## config.mk

```make
export PLATFORM = sky130hd
export DESIGN_NAME = uart_rx
export DESIGN_NICKNAME = d
export VERILOG_FILES = /design/src/rtl/uart_rx.sv
export SDC_FILE = /design/constraint.sdc
export NUM_CORES = 1
export LEC_CHECK = 0
export CAP_MARGIN = 10
export CORE_MARGIN = 4
export CORE_UTILIZATION = 33
export DETAILED_ROUTE_END_ITERATION = 8
export GPL_ROUTABILITY_DRIVEN = 0
export PLACE_DENSITY = 0.5
export SYNTH_ARGS = -nofsm -noshare
export SYNTH_HDL_FRONTEND = slang
export SYNTH_SLANG_ARGS = --single-unit
```

## constraint.sdc

```tcl
create_clock -name clk -period 1.63 [get_ports clk]
set_input_delay 0.163 -clock clk [delete_from_list [all_inputs] [get_ports clk]]
set_output_delay 0.163 -clock clk [all_outputs]
set_load 0.01 [all_outputs]
```

## src/rtl/uart_rx.sv

```systemverilog
`default_nettype none
// ============================================================================
// Module   : uart_rx
// Brief    : 8N1-style UART receiver, mid-bit sampling, single-entry output
//            register with valid/ready handshake, overrun and frame-error pulses.
// Revision : 1.0
// ============================================================================
module uart_rx #(
  parameter int DATA_WIDTH = 8,
  parameter int CLK_HZ     = 50000000,
  parameter int BAUD       = 115200
) (
  input  logic                  clk,
  input  logic                  rst_n,
  input  logic                  i_rxd,
  output logic [DATA_WIDTH-1:0] o_data_m,
  output logic                  o_valid_m,
  input  logic                  i_ready_m,
  output logic                  o_busy,
  output logic                  o_overrun_error,
  output logic                  o_frame_error
);

  localparam int c_DIV  = (CLK_HZ + BAUD / 2) / BAUD;
  localparam int c_HALF = c_DIV / 2;
  localparam int c_CW   = $clog2(c_DIV + 1);
  localparam int c_BW   = $clog2(DATA_WIDTH + 1);

  localparam logic [c_CW-1:0] c_DIV_V  = c_CW'(c_DIV);
  localparam logic [c_CW-1:0] c_HALF_V = c_CW'(c_HALF);
  localparam logic [c_CW-1:0] c_ONE    = c_CW'(1);
  localparam logic [c_BW-1:0] c_LAST   = c_BW'(DATA_WIDTH - 1);

  typedef enum logic [2:0] {
    S_IDLE      = 3'd0,
    S_START     = 3'd1,
    S_DATA      = 3'd2,
    S_STOP      = 3'd3,
    S_WAIT_HIGH = 3'd4
  } state_t;

  state_t                  r_state;
  state_t                  w_state_nxt;
  logic                    r_sync1;
  logic                    r_sync2;
  logic [c_CW-1:0]         r_cnt;
  logic [c_CW-1:0]         w_cnt_nxt;
  logic [c_BW-1:0]         r_bitcnt;
  logic [c_BW-1:0]         w_bitcnt_nxt;
  logic [DATA_WIDTH-1:0]   r_shift;
  logic [DATA_WIDTH-1:0]   w_shift_nxt;
  logic [DATA_WIDTH-1:0]   r_data;
  logic                    r_valid;
  logic                    r_ovr;
  logic                    r_ferr;
  logic                    w_rxd;
  logic                    w_tick;
  logic                    w_deliver;
  logic                    w_ferr;

  assign w_rxd  = r_sync2;
  assign w_tick = (r_cnt == c_ONE);

  always_ff @(posedge clk or negedge rst_n) begin
    if (!rst_n) begin
      r_sync1  <= 1'b1;
      r_sync2  <= 1'b1;
      r_state  <= S_IDLE;
      r_cnt    <= '0;
      r_bitcnt <= '0;
      r_shift  <= '0;
    end else begin
      r_sync1  <= i_rxd;
      r_sync2  <= r_sync1;
      r_state  <= w_state_nxt;
      r_cnt    <= w_cnt_nxt;
      r_bitcnt <= w_bitcnt_nxt;
      r_shift  <= w_shift_nxt;
    end
  end

  always_comb begin
    w_state_nxt  = r_state;
    w_cnt_nxt    = r_cnt;
    w_bitcnt_nxt = r_bitcnt;
    w_shift_nxt  = r_shift;
    w_deliver    = 1'b0;
    w_ferr       = 1'b0;
    case (r_state)
      S_IDLE: begin
        if (!w_rxd) begin
          w_state_nxt  = S_START;
          w_cnt_nxt    = c_HALF_V;
          w_bitcnt_nxt = '0;
        end
      end
      S_START: begin
        if (w_tick) begin
          w_cnt_nxt   = c_DIV_V;
          w_state_nxt = w_rxd ? S_IDLE : S_DATA;
        end else begin
          w_cnt_nxt = r_cnt - c_ONE;
        end
      end
      S_DATA: begin
        if (w_tick) begin
          w_cnt_nxt   = c_DIV_V;
          w_shift_nxt = {w_rxd, r_shift[DATA_WIDTH-1:1]};
          if (r_bitcnt == c_LAST) begin
            w_state_nxt = S_STOP;
          end else begin
            w_bitcnt_nxt = r_bitcnt + 1'b1;
          end
        end else begin
          w_cnt_nxt = r_cnt - c_ONE;
        end
      end
      S_STOP: begin
        if (w_tick) begin
          w_cnt_nxt = '0;
          if (w_rxd) begin
            w_deliver   = 1'b1;
            w_state_nxt = S_IDLE;
          end else begin
            w_ferr      = 1'b1;
            w_state_nxt = S_WAIT_HIGH;
          end
        end else begin
          w_cnt_nxt = r_cnt - c_ONE;
        end
      end
      // A held-low line (break) must go high before another start is accepted.
      S_WAIT_HIGH: begin
        if (w_rxd) begin
          w_state_nxt = S_IDLE;
        end
      end
      default: begin
        w_state_nxt = S_IDLE;
      end
    endcase
  end

  // Single-entry output slot; a delivery into an occupied, unconsumed slot is dropped.
  always_ff @(posedge clk or negedge rst_n) begin
    if (!rst_n) begin
      r_data  <= '0;
      r_valid <= 1'b0;
      r_ovr   <= 1'b0;
      r_ferr  <= 1'b0;
    end else begin
      r_ovr  <= 1'b0;
      r_ferr <= w_ferr;
      if (w_deliver) begin
        if (r_valid && !i_ready_m) begin
          r_ovr <= 1'b1;
        end else begin
          r_data  <= w_shift_nxt;
          r_valid <= 1'b1;
        end
      end else if (r_valid && i_ready_m) begin
        r_valid <= 1'b0;
      end
    end
  end

  assign o_data_m        = r_data;
  assign o_valid_m       = r_valid;
  assign o_busy          = (r_state != S_IDLE);
  assign o_overrun_error = r_ovr;
  assign o_frame_error   = r_ferr;

endmodule
`default_nettype wire
```

==> Word level (Yosys, flattened, before mapping) <==
Cells that the tools add are included.
{ "totals": {"register_bits": 37, "inputBits": 4, "output_inout_bits": 12, "wordCells": 71} }
{ "op_classes": {"add_sub_neg": 2, "eq_ne": 14, "n_mux": 30, "bitwise_logic": 1, "n_reduce_logical": 14} }
{ "op_table": {"columns": ["cell", "count"], "rows": [
  ["$mux 9", 3],
  ["$pmux 9 s3", 1],
  ["$mux 3", 7],
  ["$mux 8", 2],
  ["$ne 2x2->1 const B", 8],
  ["$pmux 3 s5", 1],
  ["$mux 4", 3],
  ["$mux 1", 11],
  ["$eq 9x1->1 const B", 1],
  ["$sub 9x1->9 const B", 1],
  ["$pmux 4 s2", 1],
  ["$eq 3x2->1 const B", 2],
  ["$reduce_and 2->1", 3],
  ["$reduce_and 6->1", 1],
  ["$reduce_bool 3->1", 2],
  ["$add 4x1->4 const B", 1],
  ["$eq 4x3->1 const B", 1],
  ["$reduce_and 4->1", 1],
  ["$reduce_bool 2->1", 2],
  ["$eq 3x1->1 const B", 1],
  ["$eq 3x3->1 const B", 1],
  ["$logic_not 3->1", 1],
  ["$logic_and 1x1->1", 2],
  ["$mux 2", 1],
  ["other kinds (3)", 3]
]} }

==> Longest topological paths before layout <==
Gate-level depths: netlist (run 1).
{ "depth": {"ltp_word": 5, "mapped_depth": 7, "mapped_depth_nobuf": 6} }

==> Worst setup path after synthesis (run 1) <==
No wires, ideal clock.
{ "synth_timing": {"path_type": "reg2reg", "from": "register r_cnt[1]", "to": "register r_shift[0]", "setup_time_ps": 125, "arrival_time_ps": 1658, "required_time_ps": 1505, "slack_ps": -153, "path_stages_with_launch": 7, "n_path_buf": 0, "period_less_slack_ps": 1783, "cell_sequence": "dfrtp_1 -> inv_1 -> ha_1 -> nor2b_1 -> nand4_2 -> nor3_4 -> mux2_2"} }
{ "synth_between": {"elab_chain_cells": 3} }
{ "synth_lines": {"columns": ["item", "line_no", "source"], "rows": [
  ["start, declared", "46", "logic [c_CW-1:0] r_cnt;"],
  ["start signal, assigned", "76", "r_cnt <= w_cnt_nxt;"],
  ["$eq 9x1->1", "62", "assign w_tick = (r_cnt == c_ONE);"],
  ["$mux 8", "106", "if (w_tick) begin"],
  ["$mux 8", "89", "case (r_state)"],
  ["named net w_shift_nxt[0]", "51", "logic [DATA_WIDTH-1:0] w_shift_nxt;"],
  ["end signal, assigned", "78", "r_shift <= w_shift_nxt;"],
  ["end, declared", "50", "logic [DATA_WIDTH-1:0] r_shift;"]
]} }
The timed path passes the listed nets, and every way through them passes these cells.
A chain may end at the register's enable or synchronous reset.

==> Worst setup path after layout (run 1) <==
{ "layout_timing": {"from": "register r_cnt[1]", "to": "register r_bitcnt[0]"} }
{ "layout_between": {"elab_chain_cells": 3} }
{ "layout_lines": {"columns": ["item", "line_no", "source"], "rows": [
  ["$eq 9x1->1", "62", null],
  ["$ne 2x2->1 (no source line)", null, null],
  ["$reduce_and 4->1 (no source line)", null, null],
  ["end signal, assigned", "77", "r_bitcnt <= w_bitcnt_nxt;"],
  ["end, declared", "48", "logic [c_BW-1:0] r_bitcnt;"]
]} }
Every way passes these cells.

==> out/qor.csv, run 1 <==
metric,value,unit
global routing usage on met3,4.386,%
fin worst setup slack,-0.1209,ns
"Core Util, Final",54.78,%
post-synthesis compound-gate area fraction,12.16,%
period utilization,107.4,%
Setup crit end kind,register,
Mapped Cells,159,
ys flop type,dfrtp_1,
fillers,440,
drt pass-1 iters,4,
outcome,"complete, but fails checks",
routed len/inst,16.56,um
die height,81.87,um
Non-Filler Instances,298,
fin. max-slew vios,0,
"FF+latch count, synth",37,
Crit Path Max Fanout,4,
met1 Use GR,20.07,%
Synth Area in Adders,2.085,%
max_cap viols,0,
DR iter-0 viols,71,
diodes inserted,0,
"commonest non-fill, non-tap cell in the layout",buf_4,
Crit path arrival time,1.93,ns
Synth Warn #,0,
clock-pin slew of the registers on the worst-case setup and hold paths,0.07,ns
core area,5205,um2
Leak,1.275,nW
via count,1559,
Crit. Startpoint,r_cnt[1]$_DFFE_PN0P_,
final hold vios,0,
Post-synth EDFFs,0,
vias in the first global route,1633,
Clock Skew,0.003396,ns
xor/xnor share of the synthesized area,0.4864,%
failing checks,setup timing,
largest net degree at the start of global routing,19,
"Most Used Layer, Global Route",met2,
worst slew pin tran,0.4246,ns
total I/O pin count,16,
grt ovf,0,
"commonest non-fill, non-tap cells in the layout","buf_4, dfrtp_1, clkdlybuf4s50_1",
FF-to-FF path depth,7,
vias per std cell,5.232,
CTS tree,done,
CTS sink cnt,37,
Post-DP Area,2328,um2
asr flop ratio synth,100.0,%
Final setup viols,29,
RR Endpoint,r_bitcnt[0]$_DFFE_PN0P_,
H-tree depth,2,
initial core utilization,34.59,%
drt drc,0,
cts bufs inserted,5,
Max-slew headroom,71.69,%
clk buf depth,2,
clk root buf,clkbuf_8,
ANT nets after route,0,
Multi-input gate area,1112,um2
CP Class,register to register,
Pwr Density,590.1,nW/um2
DIE AREA,6702,um2
fraction of layout cells with a size suffix above 1,54.39,%
post-synthesis cell type count,46,
Peak VDD IR,0.0004687,V
Total Routing Usage GR,15.65,%
hold_sp,i_rxd,
Area contributors post-synth,"dfrtp_1, mux2_2, dfstp_2",
post-placement cell count,275,
Worst setup endpoint,r_bitcnt[0]$_DFFE_PN0P_,
die width,81.87,um
Layout area overhead,58.37,%
Peak Freq,0.5711,GHz
final WL,4.936,mm
register area,932.1,um2
post-DP HPWL,3.154,mm
share of the synthesized area in the top cell type,48.64,%
nets@finish,234,
worst hold path type,primary input to register,
Reg-to-Reg Start,r_cnt[1]$_DFFE_PN0P_,
sequential-to-total area share from yosys stat,51.56,%
"reg-to-reg slack, setup",-0.12,ns
main combinational cell family by area after synthesis,simple AND/OR/NAND/NOR gates,
Synth Area in Simple Gates,20.15,%
antenna violations before repair,0,
first-pass GRT wire length,7.983,mm
"Avg Cell Area, Syn",11.32,um2
Critical Path RT,1.80,ns
synthesized net count,166,
Global Route met2 Usage,24.23,%
pre-CTS WS,-0.1690,ns
RSZ-0062 raised after global routing,yes,
Startpoint Class,register,
"Min Clock Period, post-route",1.751,ns
clock latency at the later pin of the worst-skew pair,0.29,ns
post-route cell area,2851,um2
FP Rows,26,
post-synthesis mux area share,11.19,%
PortBufs,15,
cell area after synthesis,1800,um2
largest area contributor in the netlist,dfrtp_1,
-- flip-flops by register name, indices dropped and copies added (netlist names) --
signal,count
r_sync2,1
r_state,3
r_sync1,1
o_overrun_error,1
o_frame_error,1
r_cnt,9
r_shift,8
o_data_m,8
r_bitcnt,4
o_valid_m,1
-- through the flow --
stage	hold slack, ns	power [W]	TNS, ns
2_1_floorplan	-0.1326	0.0009453	-1.340
3_3_place_gp	0.1191	0.0009751	-2.326
3_5_place_dp	0.1298	0.0009760	-2.974
4_1_cts	0.2650	0.001707	-1.916
5_1_grt	0.2667	0.001762	-4.537
6_report	0.2754	0.001683	-1.965
-- report_power, final --
part	internal, W	switching, W
logic	0.0000112	0.0000230
clock network	0.000390	0.000332
registers	0.000922	0.00000449
total	0.00132	0.000359
-- timing repair --
action / in CTS / in global routing
pin swaps: 4 / 23
setup buffers: 7 / 7
hold buffers: 1 / 0
endpoints found under the hold margin: 14 / 0
resized for setup: 21 / 48
endpoints found under the setup margin: 32 / 35
-- worst min-delay path by stage --
| stage | slack, ns | cells after the start | to |
|---|---|---|---|
| global placement | 0.12 | 1 | r_cnt[0]$_DFFE_PN0P_ |
| detailed placement | 0.13 | 1 | r_cnt[0]$_DFFE_PN0P_ |
| global route | 0.27 | 1 | r_sync1$_DFF_PN1_ |
| finish | 0.28 | 1 | r_sync1$_DFF_PN1_ |
| floorplan | -0.13 | 0 | o_data_m[0]$_DFFE_PN0P_ |
| CTS | 0.27 | 1 | r_sync1$_DFF_PN1_ |
-- cell usage after synthesis, types with 3 or more instances --
| master | count |
|---|---|
| a21oi_1 | 6 |
| a31oi_1 | 4 |
| clkbuf_1 | 3 |
| dfrtp_1 | 35 |
| ha_1 | 3 |
| inv_1 | 4 |
| mux2_2 | 17 |
| nand2_1 | 8 |
| nand3_1 | 4 |
| nand4_1 | 4 |
| nor2_1 | 12 |
| nor3_1 | 7 |
| o21ai_0 | 7 |
-- worst max-delay path, stage by stage (launching register included) --
cell	delay, ns
dfrtp_1	0.39
inv_2	0.08
ha_4	0.14
nor4b_4	0.28
buf_4	0.21
and4b_1	0.21
o21ai_2	0.06
mux2_4	0.26
-- layout make-up --
cell class | instances | area share (%)
flip-flops and latches | 37 | 32.69
well taps | 70 | 3.072
repair buffers | 67 | 21.02
inverters | 4 | 0.5265
clock buffers | 7 | 3.379
multi-input cells | 112 | 39.01
clock inverters | 1 | 0.3072
-- kinds of logic (layout without fill, tap and decap cells) --
family	Yosys count	in the layout
compound gates	33	33
flops	37	37
simple gates	57	57
buf+inv	10	79
fa+ha+maj	3	3
mux	18	18
xor+xnor	1	1
-- per-layer routing --
metal / vias up / share of wire (%)
met4: 0 / 1.8
met3: 9 / 4.1
li1: 733 / -
met2: 33 / 51
met1: 784 / 43
met5: - / 0
Note: power is estimated with default switching activity, not from simulation.
==> inputs of run 2 (changes only) <==
CAP_MARGIN = 20   (was 10)
CTS_CLUSTER_SIZE = 40   (was default)
==> results of run 2 <==
No change in the layout: final DEF, timing and power equal those of run 1.
==> inputs of run 3 (changes only) <==
CORE_MARGIN = 1.5   (was 4)
CORE_UTILIZATION = 35   (was 33)
PLACE_DENSITY = 0.53   (was 0.5)
==> out/qor.csv, run 3 (same netlist as run 1, synthesis figures left out) <==
metric,value,unit,change
outcome,"complete, but fails checks",,
failing checks,setup timing,,
max_cap viols,0,,unchanged
RSZ-0062 raised after global routing,yes,,
CTS sink cnt,37,,unchanged
"Core Util, Final",51.82,%,-3.0 points
fraction of layout cells with a size suffix above 1,40.09,%,-14 points
Layout area overhead,39.54,%,
clock latency at the later pin of the worst-skew pair,0.29,ns,about the same
pre-CTS WS,-0.1457,ns,+0.02330 ns
DR iter-0 viols,71,,unchanged
post-route cell area,2512,um2,-12%
Peak VDD IR,0.0003646,V,-22%
Clock Skew,0.009406,ns,+0.006011 ns
initial core utilization,37.14,%,+2.5 points
FF-to-FF path depth,5,,-2
CP Class,register to register,,
ANT nets after route,0,,unchanged
grt ovf,0,,unchanged
most flop-heavy register,r_cnt,,
"commonest non-fill, non-tap cell in the layout",buf_4,,
Total Routing Usage GR,16.66,%,+1.0 points
first-pass GRT wire length,6.962,mm,-13%
fin worst setup slack,-0.1186,ns,+0.002315 ns
Peak Freq,0.5719,GHz,+0.13%
PortBufs,15,,unchanged
cts bufs inserted,5,,unchanged
Startpoint Class,register,,
via count,1480,,-5.1%
vias in the first global route,1421,,-13%
total I/O pin count,16,,unchanged
clk root buf,clkbuf_8,,
Non-Filler Instances,284,,-4.7%
antenna violations before repair,0,,unchanged
"commonest non-fill, non-tap cells in the layout","buf_4, dfrtp_1, clkdlybuf4s50_1",,
drt pass-1 iters,4,,unchanged
fillers,443,,+0.68%
clock-pin slew of the registers on the worst-case setup and hold paths,0.08,ns,about the same
Post-DP Area,2317,um2,-0.48%
max reg flops,9,,unchanged
post-DP HPWL,2.915,mm,-7.6%
final hold vios,0,,unchanged
Setup crit end kind,register,,
Reg-to-Reg Start,r_cnt[5]$_DFFE_PN0P_,,
Final setup viols,29,,unchanged
Hold Crit Depth,1,,unchanged
Overall Power,0.001637,W,-2.7%
H-tree depth,2,,unchanged
"Min Clock Period, post-route",1.749,ns,-0.002315 ns
worst slew pin tran,0.4667,ns,+0.04215 ns
post-placement cell count,271,,-1.5%
Pwr Density,651.5,nW/um2,+10%
vias per std cell,5.211,,-0.39%
worst hold path type,primary input to register,,
FP Rows,25,,-3.8%
CTS tree,done,,
RR Endpoint,r_bitcnt[3]$_DFFE_PN0P_,,
Leak,1.150,nW,-9.8%
die width,74.73,um,-8.7%
Crit Path Max Fanout,3,,-1
largest net degree at the start of global routing,38,,+19
period utilization,107.3,%,-0.14 points
WHS Endpoint,r_sync1$_DFF_PN1_,,
core area,4848,um2,-6.9%
Max-slew headroom,68.88,%,-2.8 points
hold_sp,i_rxd,,
Critical Path RT,1.85,ns,+0.05 ns
die height,74.73,um,-8.7%
routed len/inst,14.61,um,-12%
"reg-to-reg slack, setup",-0.12,ns,about the same
diodes inserted,0,,unchanged
nets@finish,223,,-4.7%
Crit path arrival time,1.97,ns,+0.04 ns
DIE AREA,5584,um2,-17%
drt drc,0,,unchanged
final WL,4.148,mm,-16%
clk buf depth,2,,unchanged
fin. max-slew vios,0,,unchanged
==> run 3: cell types whose count changed in the layout (fill, tap and decap cells not counted), moves of 4 or more <==
| cell | delta |
|---|---|
| buf_6 | -8 |
| mux2_2 | +4 |
| nor3_1 | +4 |
| mux2_4 | -4 |
==> run 3: worst max path at each step <==
| stage | from | endpoint | slack (ns) | cells past startpoint |
|---|---|---|---|---|
| after floorplan | r_cnt[5]$_DFFE_PN0P_ | r_shift[0]$_DFF_PN0_ | -0.12 | 4 |
| after global placement | r_cnt[1]$_DFFE_PN0P_ | o_data_m[6]$_DFFE_PN0P_ | -0.11 | 6 |
| after detailed placement | r_cnt[5]$_DFFE_PN0P_ | r_shift[2]$_DFF_PN0_ | -0.15 | 5 |
| after CTS | r_cnt[2]$_DFFE_PN0P_ | r_bitcnt[3]$_DFFE_PN0P_ | -0.13 | 5 |
| after global routing | r_cnt[5]$_DFFE_PN0P_ | r_shift[7]$_DFF_PN0_ | -0.18 | 5 |
| final | r_cnt[5]$_DFFE_PN0P_ | r_bitcnt[3]$_DFFE_PN0P_ | -0.12 | 5 |
==> run 3: per-layer routing <==
metal | global-route usage, % | share of wire (%)
met1 | 23.92 | 50
met2 | 24.80 | 44
met3 | 4.150 | 4.7
met4 | 5.253 | 0.99
met5 | 0 | 0
==> run 3: where the power goes <==
| group | switching (W) | total, W | internal, W | leakage, nW |
|---|---|---|---|---|
| Sequential | 0.00000457 | 0.000926 | 0.000922 | 0.481 |
| Clock | 0.000338 | 0.000680 | 0.000343 | 0.0512 |
| Combinational | 0.0000206 | 0.0000301 | 0.00000955 | 0.618 |
==> run 3: final cells by class <==
type                       count  area, um2  share of cell area [%]
timing repair buffer          56      466.7                   18.58
inverter                       4      15.01                  0.5976
clock buffer                   6      82.58                   3.287
sequential                    37      932.1                   37.10
tap                           67      83.83                   3.337
clock inverter                 2      13.76                  0.5478
multi-input combinational    112      918.4                   36.55
==> run 3: what timing repair did <==
action,in CTS,in global routing
gates resized for setup,14,3
endpoints found under the setup margin,28,34
pin swaps,3,1
endpoints found under the hold margin,35,0
buffers inserted,4,0
cloned,0,0
hold buffers,1,0
==> run 3: critical path, stage by stage (launching register included) <==
cell and delay, ns:
dfrtp_1 0.41, nor4_4 0.39, nand4_4 0.15, buf_4 0.18, or4_1 0.39, a21oi_1 0.15
==> run 3: stage by stage <==
stage,hold WS [ns],setup TNS (ns)
2_1_floorplan,-0.1326,-1.340
3_3_place_gp,0.2368,-2.266
3_5_place_dp,0.2441,-2.792
4_1_cts,0.2833,-1.958
5_1_grt,0.2951,-4.287
6_report,0.2845,-1.523
